<file path="config.mk">
export PLATFORM = sky130hd
export DESIGN_NAME = stream_mux_rr_flat
export DESIGN_NICKNAME = d
export VERILOG_FILES = /design/src/rtl/stream_mux_rr_if.sv /design/src/rtl/stream_mux_rr.sv /design/src/flat_wrapper.sv
export SDC_FILE = /design/constraint.sdc
export NUM_CORES = 1
export LEC_CHECK = 0
export BUFFER_PORTS_ARGS = -buffer_cell sky130_fd_sc_hd__buf_2
export CAP_MARGIN = 10
export CORE_MARGIN = 2
export CORE_UTILIZATION = 48
export CTS_CLUSTER_DIAMETER = 60
export DETAILED_ROUTE_END_ITERATION = 6
export PLACE_DENSITY = 0.92
export SETUP_SLACK_MARGIN = 0.15
export SYNTH_ARGS = -nofsm -noshare
export SYNTH_HDL_FRONTEND = slang
export SYNTH_SLANG_ARGS = --single-unit
export TNS_END_PERCENT = 10
</file>
<file path="constraint.sdc">
create_clock -name clk -period 4.35 [get_ports clk]
set_input_delay 0.2175 -clock clk [delete_from_list [all_inputs] [get_ports clk]]
set_output_delay 0.2175 -clock clk [all_outputs]
set_load 0.01 [all_outputs]
</file>
<file path="src/rtl/stream_mux_rr_if.sv">
// Stream bundle between CHANNELS producers, the mux and one shared consumer.
// slave is the mux side; master is the producer/consumer side.
interface stream_mux_rr_if #(
  parameter int WIDTH    = 8,
  parameter int CHANNELS = 4,
  localparam int SEL_W   = (CHANNELS > 1) ? $clog2(CHANNELS) : 1
);
  logic [CHANNELS*WIDTH-1:0] in_data;
  logic [CHANNELS-1:0]       in_valid;
  logic [CHANNELS-1:0]       in_last;
  logic [CHANNELS-1:0]       in_ready;
  logic [WIDTH-1:0]          out_data;
  logic                      out_valid;
  logic                      out_last;
  logic [SEL_W-1:0]          out_chan;
  logic                      out_ready;

  modport slave (
    input  in_data, in_valid, in_last, out_ready,
    output in_ready, out_data, out_valid, out_last, out_chan
  );

  modport master (
    output in_data, in_valid, in_last, out_ready,
    input  in_ready, out_data, out_valid, out_last, out_chan
  );
endinterface

</file>
<file path="src/rtl/stream_mux_rr.sv">
// N-channel packet-aware stream mux with manual or round-robin selection.
// The granted channel stays locked until its in_last beat; the output is registered.
module stream_mux_rr #(
  parameter int WIDTH    = 8,
  parameter int CHANNELS = 4,
  localparam int SEL_W   = (CHANNELS > 1) ? $clog2(CHANNELS) : 1
) (
  input  logic             clk,
  input  logic             rst_n,
  input  logic             mode,
  input  logic [SEL_W-1:0] sel,
  output logic             busy,
  stream_mux_rr_if.slave   bus
);
  localparam logic [0:0] IDLE   = 1'b0;
  localparam logic [0:0] LOCKED = 1'b1;

  logic [0:0]                     state;
  logic [SEL_W-1:0]               grant, last_grant, rr_pick, next_grant;
  logic                           rr_found, sel_ok, manual_hit, start;
  logic                           load_ok, in_fire;
  logic [CHANNELS-1:0][WIDTH-1:0] ch_data;

  // Cyclic index base+1+k, folded back into 0..CHANNELS-1.
  function automatic logic [SEL_W-1:0] rr_idx(input logic [SEL_W-1:0] base, input int k);
    int c;
    c = int'(base) + 1 + k;
    if (c >= CHANNELS) c = c - CHANNELS;
    if (c >= CHANNELS) c = c - CHANNELS;
    return SEL_W'(c);
  endfunction

  assign load_ok = !bus.out_valid || bus.out_ready;
  assign busy    = (state == LOCKED);
  assign in_fire = (state == LOCKED) && load_ok && bus.in_valid[grant];

  genvar g;
  generate
    for (g = 0; g < CHANNELS; g++) begin : g_ch
      assign ch_data[g]      = bus.in_data[g*WIDTH +: WIDTH];
      assign bus.in_ready[g] = (state == LOCKED) && (grant == SEL_W'(g)) && load_ok;
    end
  endgenerate

  always_comb begin
    rr_found = 1'b0;
    rr_pick  = '0;
    for (int k = 0; k < CHANNELS; k++) begin
      if (!rr_found && bus.in_valid[rr_idx(last_grant, k)]) begin
        rr_found = 1'b1;
        rr_pick  = rr_idx(last_grant, k);
      end
    end
  end

  // An out-of-range manual select never grants.
  assign sel_ok     = (int'(sel) < CHANNELS);
  assign manual_hit = sel_ok && bus.in_valid[sel];
  assign start      = mode ? rr_found : manual_hit;
  assign next_grant = mode ? rr_pick : sel;

  always_ff @(posedge clk) begin
    if (!rst_n) begin
      state         <= IDLE;
      grant         <= '0;
      last_grant    <= SEL_W'(CHANNELS - 1);
      bus.out_valid <= 1'b0;
      bus.out_data  <= '0;
      bus.out_last  <= 1'b0;
      bus.out_chan  <= '0;
    end else begin
      case (state)
        IDLE: if (start) begin
          grant <= next_grant;
          state <= LOCKED;
        end
        LOCKED: if (in_fire && bus.in_last[grant]) begin
          last_grant <= grant;
          state      <= IDLE;
        end
        default: state <= IDLE;
      endcase

      if (in_fire) begin
        bus.out_data  <= ch_data[grant];
        bus.out_last  <= bus.in_last[grant];
        bus.out_chan  <= grant;
        bus.out_valid <= 1'b1;
      end else if (bus.out_ready) begin
        bus.out_valid <= 1'b0;
      end
    end
  end
endmodule

</file>
<file path="src/flat_wrapper.sv">
// flat-port wrapper written by rule: the top's interface ports become plain ports
module stream_mux_rr_flat 
#(
  parameter int WIDTH    = 8,
  parameter int CHANNELS = 4,
  localparam int SEL_W   = (CHANNELS > 1) ? $clog2(CHANNELS) : 1
)
  (clk, rst_n, mode, sel, busy, bus_in_data, bus_in_valid, bus_in_last, bus_out_ready, bus_in_ready, bus_out_data, bus_out_valid, bus_out_last, bus_out_chan);
  stream_mux_rr_if #(.WIDTH(WIDTH), .CHANNELS(CHANNELS)) bus_i ();
  input  logic clk;
  input  logic rst_n;
  input  logic mode;
  input  logic [SEL_W-1:0] sel;
  output logic busy;
  input wire logic [$bits(bus_i.in_data)-1:0] bus_in_data;
  input wire logic [$bits(bus_i.in_valid)-1:0] bus_in_valid;
  input wire logic [$bits(bus_i.in_last)-1:0] bus_in_last;
  input wire logic [$bits(bus_i.out_ready)-1:0] bus_out_ready;
  output wire logic [$bits(bus_i.in_ready)-1:0] bus_in_ready;
  output wire logic [$bits(bus_i.out_data)-1:0] bus_out_data;
  output wire logic [$bits(bus_i.out_valid)-1:0] bus_out_valid;
  output wire logic [$bits(bus_i.out_last)-1:0] bus_out_last;
  output wire logic [$bits(bus_i.out_chan)-1:0] bus_out_chan;
  assign bus_i.in_data = bus_in_data;
  assign bus_i.in_valid = bus_in_valid;
  assign bus_i.in_last = bus_in_last;
  assign bus_i.out_ready = bus_out_ready;
  assign bus_in_ready = bus_i.in_ready;
  assign bus_out_data = bus_i.out_data;
  assign bus_out_valid = bus_i.out_valid;
  assign bus_out_last = bus_i.out_last;
  assign bus_out_chan = bus_i.out_chan;
  stream_mux_rr #(.WIDTH(WIDTH), .CHANNELS(CHANNELS)) u_core (.clk(clk), .rst_n(rst_n), .mode(mode), .sel(sel), .busy(busy), .bus(bus_i));
endmodule
</file>
==> results of run 1 <==
==> power groups by stage <==
stage          Clock [mW]  Combinational (mW)  Sequential [mW]
2_1_floorplan           0               0.110            0.184
5_1_grt            0.0891               0.143            0.196
4_1_cts            0.0847               0.134            0.193
3_5_place_dp            0               0.133            0.197
3_3_place_gp            0               0.125            0.195
6_report           0.0837               0.133            0.193
==> critical path: stages (launching register included) <==
cell	delay, ns
dfxtp_1	0.83
mux4_1	0.67
nand3_1	0.19
mux2i_1	0.23
nand2_1	0.09
==> path summary, 6_finish.rpt <==
kind,cells after the start,end,start
worst min register to register,2,u_core.bus.out_last$_SDFFE_PN0P_,u_core.bus.out_last$_SDFFE_PN0P_
worst min-delay path,3,u_core.bus.out_valid$_SDFFE_PN0P_,bus_out_ready
worst max-delay path,4,u_core.last_grant[1]$_SDFFE_PN1P_,u_core.grant[0]$_SDFFE_PN0P_
worst max register to register,4,u_core.last_grant[1]$_SDFFE_PN1P_,u_core.grant[0]$_SDFFE_PN0P_
==> through the flow <==
| step | cell area [um2] | cells | total power, mW | setup WS (ns) |
|---|---|---|---|---|
| 6_report | 1501 | 198 | 0.4103 | 2.229 |
| 3_3_place_gp | 1475 | 194 | 0.3195 | 2.398 |
| 4_1_cts | 1501 | 198 | 0.4116 | 2.247 |
| 5_1_grt | 1501 | 198 | 0.4283 | 2.131 |
| 2_1_floorplan | 1231 | 113 | 0.2947 | 2.797 |
| 3_5_place_dp | 1475 | 194 | 0.3302 | 2.253 |
==> logic make-up (layout without fill, tap and decap cells) <==
| group | after synthesis | in the layout | synth area share |
|---|---|---|---|
| muxes | 29 | 29 | 0.3659 |
| AOI/OAI and AO/OA | 18 | 18 | 0.1057 |
| buffers and inverters | 16 | 71 | 0.09959 |
| and+or+nand+nor | 33 | 33 | 0.1524 |
| DFF | 17 | 17 | 0.2764 |
==> flip-flops by register name (all words and copies together) (netlist names) <==
signal	cells
u_core.bus.out_chan	2
u_core.bus.out_last	1
u_core.last_grant	2
u_core.bus.out_data	8
u_core.bus.out_valid	1
u_core.grant	2
u_core.busy	1
==> cell usage in the layout, fill, tap and decap left out, drive strengths merged, types with 2 or more instances in the layout <==
cell / count
a21boi: 2
a21oi: 2
a311oi: 2
and2: 2
buf: 62
clkbuf: 4
dfxtp: 17
inv: 5
mux2i: 18
mux4: 11
nand2: 10
nor2: 2
nor2b: 10
nor3: 2
nor3b: 2
o21ai: 4
o221ai: 2
==> layout make-up <==
type | count | area (um2) | share of cell area
Timing Repair Buffer | 62 | 310.3 | 0.2067
Tap cell | 30 | 37.54 | 0.02500
Clock buffer | 4 | 26.28 | 0.01750
Multi-Input combinational cell | 80 | 768.2 | 0.5117
Sequential cell | 17 | 340.3 | 0.2267
Inverter | 5 | 18.77 | 0.01250
==> layer usage <==
metal	track usage	up-vias	share of wire
met3	0.01639	8	0.063
met5	0	-	0
met1	0.2034	516	0.36
met4	0.07917	0	0.019
li1	-	532	-
met2	0.3730	58	0.55
==> reports/qor.yml, run 1 <==
yosys:
  synth_seq_cells: 17
  ys_warn_count: 0
  synth_ff_type: "dfxtp_1"
  synth_edf_count: 0
  synth.distinct_cells: 37
  syn_nets: 159
  synth_area_leaders: "dfxtp_1 (28%), mux2i_1 (15%), mux4_1 (13%)"
  synthCells: 113
  synth_top_cell_area_share: 0.2764
  seq_area_frac_synth: 0.2764
  async_flop_share: 0
  syn_area_um2: 1231
  netlist_top_cells_count: "mux2i_1 (18), dfxtp_1 (17), nor2b_1 (10)"
  synth_most_common_cell: "mux2i_1"
  syn_area_per_cell_um2: 10.90
  yosysTopAreaCell: "dfxtp_1"
clock_tree:
  cts_hold_buf: 0
  cts_inserted_buffers: 3
  root_buffer: "clkbuf_4"
  cts_tree: "done"
  clock_latency_ns: 0.29
  path_clk_slew_ns: 0.09
  htree_levels: 1
  clk_path_buf_depth: 2
  post_cts_buffers: 0
  cts.sinks: 17
  cts_resized: 0
floorplan:
  row_count: 18
  start_util: 0.5015
  core_area_um2: 2455
  io_pins: 63
  dieArea_um2: 2986
  die_y_um: 54.65
  fp.dieW_um: 54.65
sta:
  setup_tns_ns: 0
  hold_viol_final: 0
  rsz0062_at_grt: "no"
  finClkSkew_ns: 0.001053
  period_needed_ns: 2.121
  setup_viol_count_final: 0
  fin_crit_sh: 0.4876
  tightest_slew_ns: 0.7595
  hold_slack_ns: 0.2565
  fmax_ghz: 0.4715
  slew_headroom: 0.4930
  maxSlewViolCount: 0
power:
  power_frac_seq: 0.471
  powerDensity_nw_per_um2: 273.3
  p_sw_mw: 0.1298
  p_clk_frac: 0.204
  ir_drop_uv: 157.1
  internal_power_mw: 0.2805
  p_leak_nw: 0.7813
  combPwrFrac: 0.325
  swShare: 0.3164
drt:
  drc_errors: 0
  drtIter0Drc: 11
  wire_per_inst_um: 15.28
  vias: 1114
  ant_nets: 0
  vias_per_cell: 5.626
  dr.pass1.iters: 4
  wl_mm: 3.026
layout:
  fill_cells: 216
  area_growth_pct: 21.95
  n_antenna_cell: 0
  drive_gt1_frac: 0.4286
  final_core_util: 0.6116
  nets: 215
critical_path:
  start_kind: "register"
  r2r_slack_ns: 2.23
  endpoint_kind: "register"
  worst_ep_arrival_time_ns: 2.29
  critPathKind: "reg2reg"
  cp_max_fo: 17
  cp.required_ns: 4.52
global_route:
  grt_max_degree: 20
  grt_pass1_wl_mm: 4.084
  antenna_found_initial: 0
  grt.total_usage: 0.1905
  grt-ovfl-total: 0
  grt_pass1_vias: 970
flow_run:
  cap_violations: 0
min_path:
  worstHoldPathType: "in2reg"
placement:
  dp_hpwl_mm: 2.450
  port_buffers: 62
  gp_congestion: 0.7714
run_status:
  status: "completed"
Note: power is estimated with default switching activity, not from simulation.
==> inputs of run 2 (changes only) <==
Settings changed: CORE_UTILIZATION 48 to 41, PLACE_DENSITY 0.92 to 0.84.
Clock period 4.35 ns to 1.9 ns, I/O delays scaled along.
==> run 2 against run 1 <==
The run now ends with design-rule violations left. Register-to-register slack lost 1.9 ns. Flip-flop and latch count is the same. Clock-buffer cell count is the same. Worst hold slack lost 0.15 ns. Core utilization shrank 6.7 points. Via count grew 0.72%. Non-clock buffer count grew 3. Sequential share of layout area shrank 0.23 points. Clock power grew 130%. Combinational power grew to 2.5 times the previous value. Largest cell class unchanged.
==> reports/qor.yml, run 2 (synthesis results as in run 1) <==
clock_tree:
  root_buffer: "clkbuf_4"
  cts_inserted_buffers: 3  # unchanged
  htree_levels: 1  # unchanged
  post_cts_buffers: 0  # unchanged
  clock_latency_ns: 0.29  # about the same
  clk_path_buf_depth: 2  # unchanged
  cts_hold_buf: 0  # unchanged
  cts_tree: "done"
  path_clk_slew_ns: 0.10  # about the same
  cts.sinks: 17  # unchanged
layout:
  top_register: "u_core.bus.out_data"
  n_antenna_cell: 0  # unchanged
  final_common_cell: "buf_2"
  final_core_util: 0.5446  # -0.06702
  drive_gt1_frac: 0.4503  # +0.02172
  area_growth_pct: 24.09
  nets: 218  # +1.4%
  final_cell_mix: "buf_2 (62), mux2i_1 (18), dfxtp_1 (15)"
  final_area_um2: 1528  # +1.8%
  largest_reg_flops: 8  # unchanged
  instances_no_fill: 202  # +2.0%
drt:
  wire_per_inst_um: 14.85  # -2.9%
  wl_mm: 2.999  # -0.89%
  ant_nets: 0  # unchanged
  vias: 1122  # +0.72%
  drc_errors: 6  # +6
  dr.pass1.iters: 6  # +2
  vias_per_cell: 5.554  # -1.3%
  drtIter0Drc: 51  # +40
global_route:
  grt-ovfl-total: 0  # unchanged
  grt_pass1_wl_mm: 4.754  # +16%
  grt.total_usage: 0.1811  # -0.009394
  grt_max_degree: 20  # unchanged
  grt_pass1_vias: 1106  # +14%
  antenna_found_initial: 0  # unchanged
min_path:
  min_path_cells: 2  # -1
  worstHoldStart: "rst_n"
  hold_end: "u_core.last_grant[0]$_SDFFE_PN1P_"
  worstHoldPathType: "in2reg"
sta:
  worst_slack_ns: 0.3091  # -1.920 ns
  slew_headroom: 0.7482  # +0.2552
  tightest_slew_ns: 0.3777  # -0.3818 ns
  period_needed_ns: 1.591  # -0.5300 ns
  setup_tns_ns: 0  # unchanged
  fmax_ghz: 0.6286  # +33%
  hold_slack_ns: 0.1066  # -0.1500 ns
  setup_viol_count_final: 0  # unchanged
  fin_crit_sh: 0.8373  # +0.3497
  hold_viol_final: 0  # unchanged
  rsz0062_at_grt: "no"
  finClkSkew_ns: 0.007460  # +0.006408 ns
  maxSlewViolCount: 0  # unchanged
power:
  p_clk_frac: 0.206  # +0.002
  combPwrFrac: 0.354  # +0.029
  internal_power_mw: 0.6521  # +130%
  ir_drop_uv: 243.4  # +55%
  p_leak_nw: 0.7962  # +1.9%
  finalPower_mw: 0.9511  # +130%
  power_frac_seq: 0.439  # -0.032
  swShare: 0.3144  # -0.001939
  p_sw_mw: 0.2991  # +130%
  powerDensity_nw_per_um2: 622.6  # +130%
critical_path:
  critPathKind: "reg2reg"
  endpoint_kind: "register"
  reg2reg_from: "u_core.grant[0]$_SDFFE_PN0P_"
  start_kind: "register"
  worst_ep_arrival_time_ns: 1.78  # -0.51 ns
  r2r-end: "u_core.last_grant[0]$_SDFFE_PN1P_"
  cp.required_ns: 2.09  # -2.43 ns
  reg2regPathDepth: 4  # unchanged
  r2r_slack_ns: 0.31  # -1.92 ns
  cp_max_fo: 4  # -13
placement:
  dpl.cell_count: 198  # +2.1%
  port_buffers: 62  # unchanged
  gp_congestion: 0.8427  # +9.2%
  placed_cell_area_um2: 1499  # +1.6%
  dp_hpwl_mm: 2.350  # -4.1%
  dp_slack_ns: 0.1542  # -2.099 ns
floorplan:
  row_count: 19  # +1
  fp.dieW_um: 58.80  # +7.6%
  io_pins: 63  # unchanged
  core_area_um2: 2805  # +14%
  dieArea_um2: 3457  # +16%
  die_y_um: 58.80  # +7.6%
  start_util: 0.4389  # -0.06264
flow_run:
  cap_violations: 0  # unchanged
run_status:
  status: "complete, but fails checks"
  violations: "design-rule violations"
==> run 2: changes by cell type in the layout (fill, tap and decap cells not counted) <==
cell and delta:
o21ai_1 +1, dfxtp_1 -2, o21ai_0 -1, buf_4 +3, dfxtp_2 +2
==> run 2: repair_timing <==
action	4_1_cts	5_1_grt
pin swaps	0	0
gates resized for setup	1	2
setup endpoints to repair	2	3
==> run 2: worst max path at each step <==
stage                                                 start                                end  slack [ns]  cells past startpoint
after CTS                 u_core.last_grant[0]$_SDFFE_PN1P_       u_core.grant[0]$_SDFFE_PN0P_        0.26                      5
after detailed placement  u_core.last_grant[1]$_SDFFE_PN1P_       u_core.grant[1]$_SDFFE_PN0P_        0.15                      5
after global routing      u_core.last_grant[1]$_SDFFE_PN1P_       u_core.grant[0]$_SDFFE_PN0P_        0.19                      5
after global placement    u_core.last_grant[1]$_SDFFE_PN1P_             u_core.busy$_SDFF_PN0_        0.28                      5
after floorplan                u_core.grant[0]$_SDFFE_PN0P_  u_core.last_grant[0]$_SDFFE_PN1P_        0.35                      5
final                          u_core.grant[0]$_SDFFE_PN0P_  u_core.last_grant[0]$_SDFFE_PN1P_        0.31                      4
==> run 2: per-layer routing <==
metal / routed length, um / vias up / global-route usage
met2: 1588 / 52 / 0.3302
met5: 0 / - / 0
li1: - / 540 / -
met1: 1131 / 524 / 0.2097
met4: 57 / 0 / 0.08766
met3: 222 / 6 / 0.01758
==> run 2: layout make-up <==
cell class	instances	area, um2
fillers	249	1277
multi-input cells	80	768.2
flip-flops and latches	17	342.8
repair buffers	65	332.8
well taps	31	38.79
clock buffers	4	26.28
inverters	5	18.77
==> run 2: worst max-delay path, stage by stage, from the launching register on <==
cell,delay [ns]
dfxtp_1,0.40
mux4_1,0.57
nand3_1,0.21
mux2i_1,0.23
nand2_1,0.06
==> run 2: power groups by stage <==
stage / Sequential [mW] / Combinational (mW) / Clock, mW
after detailed placement: 0.425 / 0.337 / 0
after global routing: 0.424 / 0.368 / 0.215
final: 0.418 / 0.337 / 0.196
after floorplan: 0.422 / 0.252 / 0
after CTS: 0.417 / 0.338 / 0.198
after global placement: 0.423 / 0.323 / 0
